$ cat config.mk
export PLATFORM = sky130hd
export DESIGN_NAME = calib_pattern_gen
export DESIGN_NICKNAME = d
export VERILOG_FILES = /design/src/rtl/calib_pattern_gen_pkg.sv /design/src/rtl/calib_pattern_gen_settle_timer.sv /design/src/rtl/calib_pattern_gen.sv
export SDC_FILE = /design/constraint.sdc
export NUM_CORES = 1
export LEC_CHECK = 0
export BUFFER_PORTS_ARGS = -buffer_cell sky130_fd_sc_hd__buf_2
export CAP_MARGIN = 20
export CORE_MARGIN = 2
export CORE_UTILIZATION = 30
export CTS_CLUSTER_SIZE = 8
export DETAILED_ROUTE_END_ITERATION = 10
export HOLD_SLACK_MARGIN = 0.08
export PLACE_DENSITY_LB_ADDON = 0.05
export SETUP_SLACK_MARGIN = 0.4
export SLEW_MARGIN = 40
export SYNTH_ARGS = -nofsm -noshare
export SYNTH_HDL_FRONTEND = slang
export SYNTH_SLANG_ARGS = --single-unit
$ cat constraint.sdc
create_clock -name clk_in -period 2.24 [get_ports clk_in]
set_clock_uncertainty 0.05 [all_clocks]
set_input_delay 0.112 -clock clk_in [delete_from_list [all_inputs] [get_ports clk_in]]
set_output_delay 0.112 -clock clk_in [all_outputs]
set_load 0.01 [all_outputs]
$ cat src/rtl/calib_pattern_gen_pkg.sv
// Shared calibration types: pattern generator state encoding
// and the default LED colors for lit and dark positions.
`ifndef CALIB_PATTERN_GEN_PKG_SV
`define CALIB_PATTERN_GEN_PKG_SV

package calib_pattern_gen_pkg;

    typedef enum logic [1:0] {
        IDLE,
        STREAM,
        WAIT_LATCH,
        SETTLE
    } calib_pattern_state_t;

    localparam logic [23:0] CALIB_ON_COLOR  = 24'hFFFFFF;
    localparam logic [23:0] CALIB_OFF_COLOR = 24'h000000;

endpackage

`endif

$ cat src/rtl/calib_pattern_gen_settle_timer.sv
// Loadable down-counter timing the camera settle interval.
// done_out is high whenever the count has reached zero.
module settle_timer #(
    parameter int unsigned WIDTH = 1
) (
    input  logic             clk_in,
    input  logic             rst_n_in,
    input  logic             load_in,
    input  logic [WIDTH-1:0] load_value_in,
    output logic             done_out
);

    logic [WIDTH-1:0] count;

    always_ff @(posedge clk_in or negedge rst_n_in) begin
        if (!rst_n_in) begin
            count <= '0;
        end else if (load_in) begin
            count <= load_value_in;
        end else if (count != '0) begin
            count <= count - 1'b1;
        end
    end

    assign done_out = (count == '0);

endmodule

$ cat src/rtl/calib_pattern_gen.sv
// Streams one bit-select calibration frame to the LED driver, then
// reports a settled display once the strip latches and settles.
module calib_pattern_gen
    import calib_pattern_gen_pkg::*;
#(
    parameter int unsigned NUM_LEDS               = 50,
    parameter int unsigned LED_ADDRESS_WIDTH      = $clog2(NUM_LEDS),
    parameter int unsigned LED_ADDR_BIT_SEL_WIDTH = $clog2(LED_ADDRESS_WIDTH),
    parameter int unsigned COLOR_WIDTH            = 24,
    parameter logic [COLOR_WIDTH-1:0] ON_COLOR    = COLOR_WIDTH'(CALIB_ON_COLOR),
    parameter logic [COLOR_WIDTH-1:0] OFF_COLOR   = COLOR_WIDTH'(CALIB_OFF_COLOR),
    parameter int unsigned SETTLE_CYCLES          = 2_000_000
) (
    input  logic                              clk_in,
    input  logic                              rst_n_in,
    input  logic [LED_ADDR_BIT_SEL_WIDTH-1:0] led_addr_bit_sel_in,
    input  logic                              led_addr_bit_sel_start_in,
    output logic [COLOR_WIDTH-1:0]            color_out,
    output logic [LED_ADDRESS_WIDTH-1:0]      led_index_out,
    output logic                              color_valid_out,
    input  logic                              color_ready_in,
    output logic                              last_out,
    input  logic                              frame_done_in,
    output logic                              led_display_valid_out,
    output logic                              busy_out
);

    localparam int unsigned SETTLE_CW =
        (SETTLE_CYCLES == 0) ? 1 : $clog2(SETTLE_CYCLES + 1);
    // Loading S-1 makes the pulse land S+1 cycles after frame_done.
    localparam int unsigned SETTLE_LOAD =
        (SETTLE_CYCLES == 0) ? 0 : SETTLE_CYCLES - 1;
    localparam logic [LED_ADDRESS_WIDTH-1:0] LAST_IDX =
        LED_ADDRESS_WIDTH'(NUM_LEDS - 1);

    calib_pattern_state_t                state;
    logic [LED_ADDR_BIT_SEL_WIDTH-1:0]   sel_q;
    logic                                timer_load;
    logic                                timer_done;
    logic [LED_ADDRESS_WIDTH-1:0]        next_idx;

    // Loop compare keeps out-of-range selects from indexing the index.
    function automatic logic [COLOR_WIDTH-1:0] pick_color(
        input logic [LED_ADDRESS_WIDTH-1:0]      idx,
        input logic [LED_ADDR_BIT_SEL_WIDTH-1:0] sel
    );
        logic lit;
        lit = 1'b0;
        for (int b = 0; b < int'(LED_ADDRESS_WIDTH); b++) begin
            if (int'(sel) == b) begin
                lit = idx[b];
            end
        end
        return lit ? ON_COLOR : OFF_COLOR;
    endfunction

    always_comb begin
        timer_load = (state == WAIT_LATCH) && frame_done_in &&
                     !led_addr_bit_sel_start_in;
        next_idx   = led_index_out + 1'b1;
    end

    settle_timer #(
        .WIDTH(SETTLE_CW)
    ) u_settle_timer (
        .clk_in       (clk_in),
        .rst_n_in     (rst_n_in),
        .load_in      (timer_load),
        .load_value_in(SETTLE_CW'(SETTLE_LOAD)),
        .done_out     (timer_done)
    );

    always_ff @(posedge clk_in or negedge rst_n_in) begin
        if (!rst_n_in) begin
            state                 <= IDLE;
            sel_q                 <= '0;
            color_out             <= '0;
            led_index_out         <= '0;
            color_valid_out       <= 1'b0;
            last_out              <= 1'b0;
            led_display_valid_out <= 1'b0;
            busy_out              <= 1'b0;
        end else begin
            led_display_valid_out <= 1'b0;
            if (led_addr_bit_sel_start_in) begin
                state           <= STREAM;
                sel_q           <= led_addr_bit_sel_in;
                led_index_out   <= '0;
                color_out       <= pick_color('0, led_addr_bit_sel_in);
                color_valid_out <= 1'b1;
                last_out        <= (LAST_IDX == '0);
                busy_out        <= 1'b1;
            end else begin
                unique case (state)
                    IDLE: begin
                        busy_out <= 1'b0;
                    end
                    STREAM: begin
                        if (color_valid_out && color_ready_in) begin
                            if (led_index_out == LAST_IDX) begin
                                color_valid_out <= 1'b0;
                                last_out        <= 1'b0;
                                state           <= WAIT_LATCH;
                            end else begin
                                led_index_out <= next_idx;
                                color_out     <= pick_color(next_idx, sel_q);
                                last_out      <= (next_idx == LAST_IDX);
                            end
                        end
                    end
                    WAIT_LATCH: begin
                        if (frame_done_in) begin
                            if (SETTLE_CYCLES == 0) begin
                                led_display_valid_out <= 1'b1;
                                busy_out              <= 1'b0;
                                state                 <= IDLE;
                            end else begin
                                state <= SETTLE;
                            end
                        end
                    end
                    SETTLE: begin
                        if (timer_done) begin
                            led_display_valid_out <= 1'b1;
                            busy_out              <= 1'b0;
                            state                 <= IDLE;
                        end
                    end
                    default: state <= IDLE;
                endcase
            end
        end
    end

endmodule

==> impl_metrics.sql <==
INSERT INTO impl_metrics (metric_group, metric, value, unit) VALUES
('synth', 'syn_nets', '245', ''),
('floorplanning', 'design.core.area', '7210', 'um2'),
('global_route', 'number_of_antenna_violations_at_the_first_check_in_global_routing', '0', ''),
('clock_tree', 'h_tree_level_count', '2', ''),
('worst_setup_path', 'worst_reg2reg_startpoint', 'u_settle_timer.count[6]$_DFFE_PN0P_', ''),
('sta', 'hold_violations', '0', ''),
('sta', 'holdWs', '0.188', 'ns'),
('final_layout', 'fraction_of_layout_instances_using_a_drive_strength_above_1', '0.420', ''),
('final_layout', 'n_antenna_cell', '0', ''),
('worst_setup_path', 'worst-r2r-setup-slack', '0.25', 'ns'),
('synth', 'postSynthRegisterBits', '37', ''),
('sta', 'totalNegativeSetupSlack', '0', 'ns'),
('floorplanning', 'top_level_ports', '42', ''),
('floorplanning', 'fp-row-count', '31', ''),
('placed_design', 'place.port_buffers', '41', ''),
('hold_path', 'timing.hold.worst_path_depth', '2', ''),
('placed_design', 'place_congestion', '0.714', ''),
('hold_path', 'hp-start', 'led_addr_bit_sel_start_in', ''),
('clock_tree', 'worst_skew_pair_latency', '0.29', 'ns'),
('global_route', 'number_of_global_route_vias_before_repair', '1679', ''),
('hold_path', 'holdCritPathClass', 'primary input to flop', ''),
('detailed_routing', 'drt-vias-per-instance', '4.59', ''),
('final_layout', 'layout-area-overhead-vs-synth', '31.1', '%'),
('floorplanning', 'chipHeight', '89.9', 'um'),
('worst_setup_path', 'worst_path_max_delay_cell', 'sky130_fd_sc_hd__or4_4', ''),
('clock_tree', 'tritoncts_clock_tree', 'built', ''),
('worst_setup_path', 'worst_r2r_endpoint', 'u_settle_timer.count[7]$_DFFE_PN0P_', ''),
('pwr', 'power_per_cell_area', '570', 'nW/um2'),
('detailed_routing', 'routed-via-count', '1754', ''),
('worst_setup_path', 'start_kind', 'flop', ''),
('clock_tree', 'cts-root-buf', 'sky130_fd_sc_hd__clkbuf_8', ''),
('worst_setup_path', 'critical_path.most_common_cell', 'sky130_fd_sc_hd__or4_4', ''),
('synth', 'synth_edf_count', '0', ''),
('synth', 'yosysWarnings', '0', ''),
('worst_setup_path', 'critical_path_required', '2.41', 'ns'),
('floorplanning', 'start_util', '0.307', ''),
('final_layout', 'mostFrequentLayoutCell', 'sky130_fd_sc_hd__buf_2', ''),
('clock_tree', 'cts-root-to-sink-buffers', '2', ''),
('floorplanning', 'die_area', '8080', 'um2'),
('sta', 'max_slew_margin', '0.661', ''),
('worst_setup_path', 'crit_path_end_kind', 'flop', ''),
('final_layout', 'layout.cells.non_filler', '382', ''),
('pwr', 'max-vdd-ir-drop', '0.000189', 'V'),
('sta', 'layout_worst_path_cycle_share', '0.887', ''),
('global_route', 'total_routing_usage_reported_by_global_routing', '0.132', ''),
('clock_tree', 'numCtsBuffers', '5', ''),
('detailed_routing', 'drt.antenna.violating_nets', '0', ''),
('detailed_routing', 'wire_per_inst', '13.8', 'um'),
('sta', 'report.final.setup_viol', '0', ''),
('global_route', 'grt_start_max_net_pins', '38', ''),
('worst_setup_path', 'cp_slowest_stage_delay', '0.56', 'ns'),
('worst_setup_path', 'cp_data_arrival_time', '2.16', 'ns'),
('clock_tree', 'clkSlewWorstSetupHoldPaths', '0.08', 'ns'),
('pwr', 'sequential_power_share', '0.491', ''),
('pwr', 'p_sw_frac', '0.313', ''),
('run_status', 'run_status', 'finished clean', ''),
('sta', 'min_period', '1.99', 'ns'),
('hold_path', 'worst_hold_path.endpoint', 'led_index_out[5]$_DFFE_PN0P_', ''),
('pwr', 'internal-power', '1.14', 'mW'),
('synth', 'async_flop_share', '1.00', ''),
('floorplanning', 'chipWidth', '89.9', 'um'),
('pwr', 'power.share.combinational', '0.227', ''),
('pwr', 'power.leakage', '1.31', 'nW'),
('final_layout', 'most-common-layout-cells', '40 x sky130_fd_sc_hd__buf_2, 36 x sky130_fd_sc_hd__dfrtp_1, 25 x sky130_fd_sc_hd__buf_4', ''),
('placed_design', 'dp_cells', '351', ''),
('synth', 'post_synth_num_cell_types', '47', ''),
('worst_setup_path', 'worst-r2r-cell-count', '5', ''),
('detailed_routing', 'first_iter_violations', '69', ''),
('sta', 'slew_viol_final', '0', ''),
('worst_setup_path', 'critical_path.max_fanout', '4', ''),
('detailed_routing', 'route.detailed.drc', '0', '');
through the flow:
step                      utilization  cell area [um2]  setup slack (ns)
after floorplan                     -             2260             0.254
final                           0.402             2900             0.253
after CTS                       0.374             2700             0.240
after detailed placement        0.340             2450             0.137
after global routing            0.402             2900             0.174
after global placement          0.339             2450             0.161
cells in the mapped netlist (3+ instances only):
| library cell | instances | share of area |
|---|---|---|
| sky130_fd_sc_hd__nor3_1 | 6 | 0.014 |
| sky130_fd_sc_hd__nand2_1 | 17 | 0.029 |
| sky130_fd_sc_hd__nand3_1 | 12 | 0.027 |
| sky130_fd_sc_hd__mux2i_1 | 3 | 0.014 |
| sky130_fd_sc_hd__ha_1 | 5 | 0.028 |
| sky130_fd_sc_hd__clkbuf_1 | 6 | 0.010 |
| sky130_fd_sc_hd__or4_1 | 4 | 0.014 |
| sky130_fd_sc_hd__o21ai_1 | 7 | 0.016 |
| sky130_fd_sc_hd__xor2_1 | 18 | 0.071 |
| sky130_fd_sc_hd__nand2b_1 | 3 | 0.0085 |
| sky130_fd_sc_hd__buf_4 | 23 | 0.078 |
| sky130_fd_sc_hd__o31ai_1 | 3 | 0.010 |
| sky130_fd_sc_hd__dfrtp_1 | 37 | 0.42 |
| sky130_fd_sc_hd__nand4_1 | 8 | 0.023 |
| sky130_fd_sc_hd__xnor2_1 | 5 | 0.020 |
| sky130_fd_sc_hd__a21oi_1 | 6 | 0.014 |
| sky130_fd_sc_hd__nor2_1 | 19 | 0.032 |
| sky130_fd_sc_hd__or3_1 | 3 | 0.0085 |
| sky130_fd_sc_hd__inv_1 | 7 | 0.012 |
| sky130_fd_sc_hd__o211ai_1 | 4 | 0.014 |
final cells by class:
class / instances / area [um2]
clock inverters: 2 / 10.0
repair buffers: 76 / 505
clock buffers: 6 / 72.6
multi-input cells: 155 / 1230
well taps: 99 / 124
flip-flops and latches: 37 / 927
fillers: 761 / 4320
inverters: 7 / 26.3
layer usage:
metal  vias up  global-route usage  part of all wire
met4         0              0.0397            0.0082
met3         5              0.0302             0.026
met1       834               0.198              0.51
met5         -                   0                 0
met2        24               0.190              0.45
li1        891                   -                 -
registers in the layout (all words and copies together) (netlist names):
| signal | cells |
|---|---|
| last_out | 1 |
| color_out | 1 |
| led_display_valid_out | 1 |
| sel_q | 3 |
| state | 2 |
| color_valid_out | 1 |
| u_settle_timer.count | 21 |
| led_index_out | 6 |
| busy_out | 1 |
power by group through the flow:
stage | clock network [mW] | logic [mW] | registers, mW
finish | 0.467 | 0.375 | 0.811
CTS | 0.496 | 0.341 | 0.804
floorplan | 0 | 0.218 | 0.811
global placement | 0 | 0.294 | 0.818
detailed placement | 0 | 0.290 | 0.818
global route | 0.522 | 0.427 | 0.827
how the worst max path moves through the flow:
stage                                              startpoint                              endpoint
after global routing      u_settle_timer.count[2]$_DFFE_PN0P_  u_settle_timer.count[19]$_DFFE_PN0P_
after detailed placement  u_settle_timer.count[5]$_DFFE_PN0P_  u_settle_timer.count[19]$_DFFE_PN0P_
final                     u_settle_timer.count[6]$_DFFE_PN0P_   u_settle_timer.count[7]$_DFFE_PN0P_
after CTS                 u_settle_timer.count[6]$_DFFE_PN0P_  u_settle_timer.count[16]$_DFFE_PN0P_
after global placement    u_settle_timer.count[5]$_DFFE_PN0P_  u_settle_timer.count[16]$_DFFE_PN0P_
after floorplan           u_settle_timer.count[6]$_DFFE_PN0P_  u_settle_timer.count[19]$_DFFE_PN0P_
kinds of logic after synthesis:
kind of cell             count (synthesis)  share of synthesized area
multiplexers                             5                     0.0238
buffers and inverters                   40                      0.111
adder cells (fa/ha/maj)                  5                     0.0283
AND/OR/NAND/NOR                         91                      0.236
XOR/XNOR                                23                     0.0911
AO/OA/AOI/OAI                           31                     0.0911
flip-flops                              37                      0.419
repair_timing:
action | 4_1_cts | 5_1_grt
setup endpoints to repair | 24 | 26
endpoints found under the hold margin | 41 | 0
pin swaps | 4 | 15
resized for setup | 10 | 29
setup buffers | 11 | 7
hold buffers | 5 | 0
critical path: cells and delay by family, from the launching register on:
family / cells / cell delay, ns
AO/OA/AOI/OAI: 1 / 0.14
buffers and inverters: 2 / 0.29
flip-flops: 1 / 0.38
AND/OR/NAND/NOR: 2 / 1.06
Power figures use the tool's default switching activity.
